==> config.mk <==
export PLATFORM = sky130hd
export DESIGN_NAME = dtree_channel_scheduler
export DESIGN_NICKNAME = d
export VERILOG_FILES = /design/src/rtl/dtree_channel_scheduler.sv
export SDC_FILE = /design/constraint.sdc
export NUM_CORES = 1
export LEC_CHECK = 0
export BUFFER_PORTS_ARGS = -buffer_cell sky130_fd_sc_hd__buf_2
export CAP_MARGIN = 20
export CORE_UTILIZATION = 40
export DETAILED_ROUTE_END_ITERATION = 8
export GPL_TIMING_DRIVEN = 0
export MAX_ROUTING_LAYER = met4
export SYNTH_ARGS = -nofsm -noshare
export SYNTH_HDL_FRONTEND = slang
export SYNTH_SLANG_ARGS = --single-unit
export TNS_END_PERCENT = 5
==> constraint.sdc <==
create_clock -name clk -period 2.8 [get_ports clk]
set_input_delay 0.56 -clock clk [delete_from_list [all_inputs] [get_ports clk]]
set_output_delay 0.56 -clock clk [all_outputs]
set_load 0.01 [all_outputs]
==> src/rtl/dtree_channel_scheduler.sv <==
// Shares one dtree classifier among CHANNELS sample streams: per-channel feature
// buffers, a round-robin grant, ready/valid feature streaming and tagged result return.
module dtree_channel_scheduler #(
    parameter int CHANNELS = 4,
    parameter int CH_WIDTH = 2,
    parameter int FEATURES = 3,
    parameter int IN_WIDTH = 10
) (
    input  logic                clk,
    input  logic                reset,
    input  logic                in_valid,
    input  logic [CH_WIDTH-1:0] in_channel,
    input  logic [IN_WIDTH-1:0] in_sample,
    output logic                in_ready,
    input  logic                dt_ready,
    output logic                dt_valid,
    output logic [IN_WIDTH-1:0] dt_sample,
    input  logic [1:0]          dt_level,
    input  logic [1:0]          dt_path,
    input  logic                dt_out_valid,
    output logic                out_valid,
    output logic [CH_WIDTH-1:0] out_channel,
    output logic [1:0]          out_level,
    output logic [1:0]          out_path
);

    localparam int CNT_W = $clog2(FEATURES + 1);
    localparam logic [CNT_W-1:0]    LAST_IDX = CNT_W'(FEATURES - 1);
    localparam logic [CH_WIDTH:0]   NUM_CH   = (CH_WIDTH + 1)'(CHANNELS);
    localparam logic [CH_WIDTH-1:0] LAST_CH  = CH_WIDTH'(CHANNELS - 1);

    typedef enum logic [1:0] {
        ST_IDLE = 2'd0,
        ST_SEND = 2'd1,
        ST_WAIT = 2'd2
    } state_t;

    state_t              state_r;
    state_t              state_nxt_s;
    logic [IN_WIDTH-1:0] fbuf_r [CHANNELS][FEATURES];
    logic [CNT_W-1:0]    cnt_r [CHANNELS];
    logic [CHANNELS-1:0] full_r;
    logic [CH_WIDTH-1:0] grant_r;
    logic [CH_WIDTH-1:0] last_grant_r;
    logic [CNT_W-1:0]    idx_r;
    logic [CH_WIDTH-1:0] cand_s;
    logic [CH_WIDTH-1:0] pick_s;
    logic                pick_ok_s;
    logic                wr_s;
    logic                take_s;
    logic                fire_s;
    logic                done_s;

    // Upstream may write a channel only while its buffer is not locked by full.
    always_comb begin
        if ({1'b0, in_channel} < NUM_CH) begin
            in_ready = ~full_r[in_channel];
        end else begin
            in_ready = 1'b0;
        end
    end

    assign wr_s = in_valid & in_ready;

    // Round-robin search for the first full channel after the last grant.
    always_comb begin
        cand_s    = '0;
        pick_s    = last_grant_r;
        pick_ok_s = 1'b0;
        for (int i = 1; i <= CHANNELS; i++) begin
            cand_s    = CH_WIDTH'((int'(last_grant_r) + i) % CHANNELS);
            pick_s    = (!pick_ok_s && full_r[cand_s]) ? cand_s : pick_s;
            pick_ok_s = pick_ok_s | full_r[cand_s];
        end
    end

    // Scheduler next-state and dtree stream decode.
    always_comb begin
        state_nxt_s = state_r;
        take_s      = 1'b0;
        fire_s      = 1'b0;
        done_s      = 1'b0;
        dt_valid    = 1'b0;
        dt_sample   = '0;
        case (state_r)
            ST_IDLE: begin
                if (pick_ok_s) begin
                    take_s      = 1'b1;
                    state_nxt_s = ST_SEND;
                end else begin
                    state_nxt_s = ST_IDLE;
                end
            end
            ST_SEND: begin
                dt_valid  = 1'b1;
                dt_sample = fbuf_r[grant_r][idx_r];
                if (dt_ready) begin
                    fire_s      = 1'b1;
                    state_nxt_s = (idx_r == LAST_IDX) ? ST_WAIT : ST_SEND;
                end else begin
                    state_nxt_s = ST_SEND;
                end
            end
            ST_WAIT: begin
                if (dt_out_valid) begin
                    done_s      = 1'b1;
                    state_nxt_s = ST_IDLE;
                end else begin
                    state_nxt_s = ST_WAIT;
                end
            end
            default: begin
                state_nxt_s = ST_IDLE;
            end
        endcase
    end

    // Scheduler state, grant and stream index registers.
    always_ff @(posedge clk) begin
        if (reset) begin
            state_r      <= ST_IDLE;
            grant_r      <= '0;
            last_grant_r <= LAST_CH;
            idx_r        <= '0;
        end else begin
            state_r <= state_nxt_s;
            if (take_s) begin
                grant_r <= pick_s;
                idx_r   <= '0;
            end else if (fire_s) begin
                idx_r <= idx_r + CNT_W'(1);
            end
            if (done_s) begin
                last_grant_r <= grant_r;
            end
        end
    end

    // Per-channel buffer fill; the returning result releases the granted buffer.
    always_ff @(posedge clk) begin
        if (reset) begin
            full_r <= '0;
            for (int c = 0; c < CHANNELS; c++) begin
                cnt_r[c] <= '0;
            end
        end else begin
            if (wr_s) begin
                fbuf_r[in_channel][cnt_r[in_channel]] <= in_sample;
                cnt_r[in_channel] <= cnt_r[in_channel] + CNT_W'(1);
                if (cnt_r[in_channel] == LAST_IDX) begin
                    full_r[in_channel] <= 1'b1;
                end
            end
            if (done_s) begin
                full_r[grant_r] <= 1'b0;
                cnt_r[grant_r]  <= '0;
            end
        end
    end

    // Result capture; values hold until the next classification returns.
    always_ff @(posedge clk) begin
        if (reset) begin
            out_valid   <= 1'b0;
            out_channel <= '0;
            out_level   <= 2'd0;
            out_path    <= 2'd0;
        end else begin
            out_valid <= done_s;
            if (done_s) begin
                out_channel <= grant_r;
                out_level   <= dt_level;
                out_path    <= dt_path;
            end
        end
    end

endmodule
==> metrics.cfg <==
[outcome]
status = complete, but fails checks
violations = DRC

[drt]
wl_per_cell_um = 17.96
drc = 6
vias = 3415
ant_nets = 0
drt-total-wl_um = 11680
drt_iter0_drc = 249
drt-pass1-iter-count = 8
vias_per_cell = 5.254

[sta]
period_needed_ps = 2664
fin_skew_ps = 6.828
fmax_ghz = 0.3754
tightest_slew_ps = 782.3
slew_headroom_pct = 47.66
period_share_pct = 95.13
hold_viol = 0
rsz0062_at_grt = no
drv_slew = 0
finalSetupViolations = 0
fin_setup_tns_ps = 0

[worst_setup_path]
crit_path_max_fanout = 10
crit_slowest_cell = nor2_1
crit_chain = nor2_1, a22oi_1, nand2_1, o22ai_1, buf_2
slowest_delay_ps = 630
crit_arrival_ps = 2100
cp.buffers_inverters = 1
startpoint_type = register
crit_required_ps = 2240
reg2reg_slack_ps = 530
r2r_cells = 4
critPathTopFamily = simple AND/OR/NAND/NOR gates
critPathCaptureType = primary output
critical_path_class = register to primary output
path_depth = 5

[cells_and_area]
area_delta_synth_final_pct = 16.83
layout.nets = 479
insertedDiodeCount = 0
seq_area_mm2 = 0.004184
final_cells = 650
fillCellCount = 1266
multi_input_area_mm2 = 0.001644
drive_above_1_share_pct = 19.74

[cts]
tritoncts = done
clkTransAtPathRegs_ps = 60
cts_setup_buffers = 0
cts_root_buf = clkbuf_16
cts.sinks = 149
cts-buffers-inserted = 17
insertion_delay_ps = 420
clockBufferDepth = 2
htree_levels = 4

[placed_design]
gp_congestion = 0.7810
dp.cells = 619
port_buffers = 37
hpwlAfterDp_um = 7920

[die]
coreArea_mm2 = 0.01464
boundaryPins = 40
die_x_um = 124.8
initial_core_util_pct = 41.17
fp.dieH_um = 124.8
rows = 44
die_area_mm2 = 0.01557

[global_route]
grt_pass1_wl_um = 18730
antenna_found_initial = 0
grt_use_total_pct = 16.58
grt_pass1_vias = 3547
grt_max_degree = 17
overflow = 0

[synth]
ys_seq_area_share_pct = 69.39
netlist_top_cells_area = edfxtp_1 (60%), dfxtp_1 (9.6%), mux2i_1 (7.1%), mux4_2 (4.5%), a22oi_1 (2.7%)
synth_cells = 398
yosys_warnings = 0
yosys.area.top_type = edfxtp_1
synth_top_cell_area_share_pct = 59.76
ys.flop_type = edfxtp_1
synthArstFlopShare_pct = 0
ys_ff_latch = 149
synth_nets = 423
synth_cell_types = 40
post_synth.cell_area_avg_um2 = 15.15
netlist_area_mm2 = 0.006030
synth_edf_count = 120

[hold_path]
hold_depth = 3
min_path_type = input port to register

[pwr]
p_leak_nw = 2.407
powerDensity_mw_per_mm2 = 688.8
peakVddDrop_mv = 0.4488

[run]
drv_cap = 0

tightest hold or removal path: cells and delay by family:
kind                   cells  cell delay [ps]
AND/OR/NAND/NOR            1               40
buffers and inverters      1               90
AO/OA/AOI/OAI              1               50
metrics by stage:
step	util (%)	setup WS [ps]	instance area [um^2]	power [mW]	hold slack, ps
final	48.10	136.5	7044	4.852	380.9
after global routing	48.10	37.29	7044	5.012	384.2
after CTS	48.07	42.14	7039	4.901	360.7
after detailed placement	44.01	94.90	6445	2.603	446.8
after global placement	44.01	102.7	6445	2.598	441.4
after floorplan	-	536.8	6030	2.538	454.8
final timing paths:
| check | startpoint | endpoint |
|---|---|---|
| setup / recovery | idx_r[0]$_SDFFE_PP0P_ | dt_sample[5] |
| hold / removal | dt_path[1] | out_path[1]$_SDFFE_PP0N_ |
| setup reg to reg | cnt_r[3][0]$_SDFFE_PP0P_ | fbuf_r[0][5]$_DFFE_PP_ |
| hold reg to reg | out_path[0]$_SDFFE_PP0N_ | out_path[0]$_SDFFE_PP0N_ |
Yosys cell counts, types with 2 or more instances:
master / n
nand2b_1: 2
buf_6: 6
nor2b_1: 7
dfxtp_1: 29
buf_2: 3
ha_1: 4
a22oi_1: 22
edfxtp_1: 120
and2_1: 11
o21ai_0: 3
nand2_1: 31
clkbuf_1: 2
nor3_1: 4
mux2i_1: 43
buf_8: 2
nor2_1: 20
a21oi_1: 16
o22ai_1: 11
mux4_2: 12
or3b_1: 3
and3_1: 9
buf_1: 5
inv_1: 16
cell usage in the layout (no fill, tap or decap), types with 4 or more instances in the layout:
cell / instances
bufinv_16: 4
and2_1: 11
ha_1: 4
nor2b_1: 7
o22ai_1: 11
nand2_1: 31
buf_1: 5
a21oi_1: 16
edfxtp_1: 120
clkbuf_1: 4
a22oi_1: 22
mux2i_1: 43
buf_6: 6
dfxtp_1: 29
mux4_2: 12
clkbuf_16: 17
buf_2: 40
and3_1: 9
nor3_1: 4
nor2_1: 20
inv_1: 16
routing by layer:
| metal | part of all wire (%) | routed length (um) | up-vias | track usage (%) |
|---|---|---|---|---|
| met4 | 1.1 | 123 | 0 | 5.084 |
| met5 | 0 | 0 | - | - |
| met3 | 4.2 | 486 | 14 | 4.596 |
| met2 | 51 | 5943 | 75 | 27.46 |
| met1 | 44 | 5123 | 1691 | 19.66 |
| li1 | - | - | 1635 | - |
registers in the layout (all words and copies together) (netlist names), named ones only:
| register | cells |
|---|---|
| full_r | 4 |
| cnt_r | 8 |
| out_channel | 2 |
| out_valid | 1 |
| grant_r | 2 |
| state_r | 2 |
| out_path | 2 |
| fbuf_r | 120 |
| idx_r | 2 |
| out_level | 2 |
| last_grant_r | 2 |
layout make-up:
| cell class | count | area share (%) |
|---|---|---|
| Clock buffer | 19 | 6.146 |
| Inverter | 16 | 0.8526 |
| Clock inverter | 12 | 2.291 |
| Multi-Input combinational cell | 214 | 23.34 |
| Timing Repair Buffer | 37 | 2.629 |
| Buffer | 19 | 2.078 |
| Tap cell | 184 | 3.268 |
| Sequential cell | 149 | 59.40 |
repair_timing:
action | CTS | global route
hold buffers | 0 | 0
endpoints found under the setup margin | 0 | 2
resized for setup | 0 | 1
logic make-up (layout without fill, tap and decap cells):
family / count (synthesis) / in the layout / share of synthesized area, %
flip-flops: 149 / 149 / 69.39
AND/OR/NAND/NOR: 93 / 93 / 7.740
AO/OA/AOI/OAI: 60 / 60 / 6.661
multiplexers: 56 / 56 / 11.81
buffers and inverters: 35 / 103 / 3.424
adder cells (fa/ha/maj): 4 / 4 / 0.8301
XOR/XNOR: 1 / 1 / 0.1453
power breakdown:
group | switching [mW] | leakage [nW] | internal (mW) | total, mW
Clock | 0.829 | 0.285 | 1.47 | 2.30
Combinational | 0.0864 | 0.806 | 0.0482 | 0.135
Sequential | 0.00703 | 1.32 | 2.41 | 2.42
Total | 0.922 | 2.41 | 3.93 | 4.85
Power figures use the tool's default switching activity.
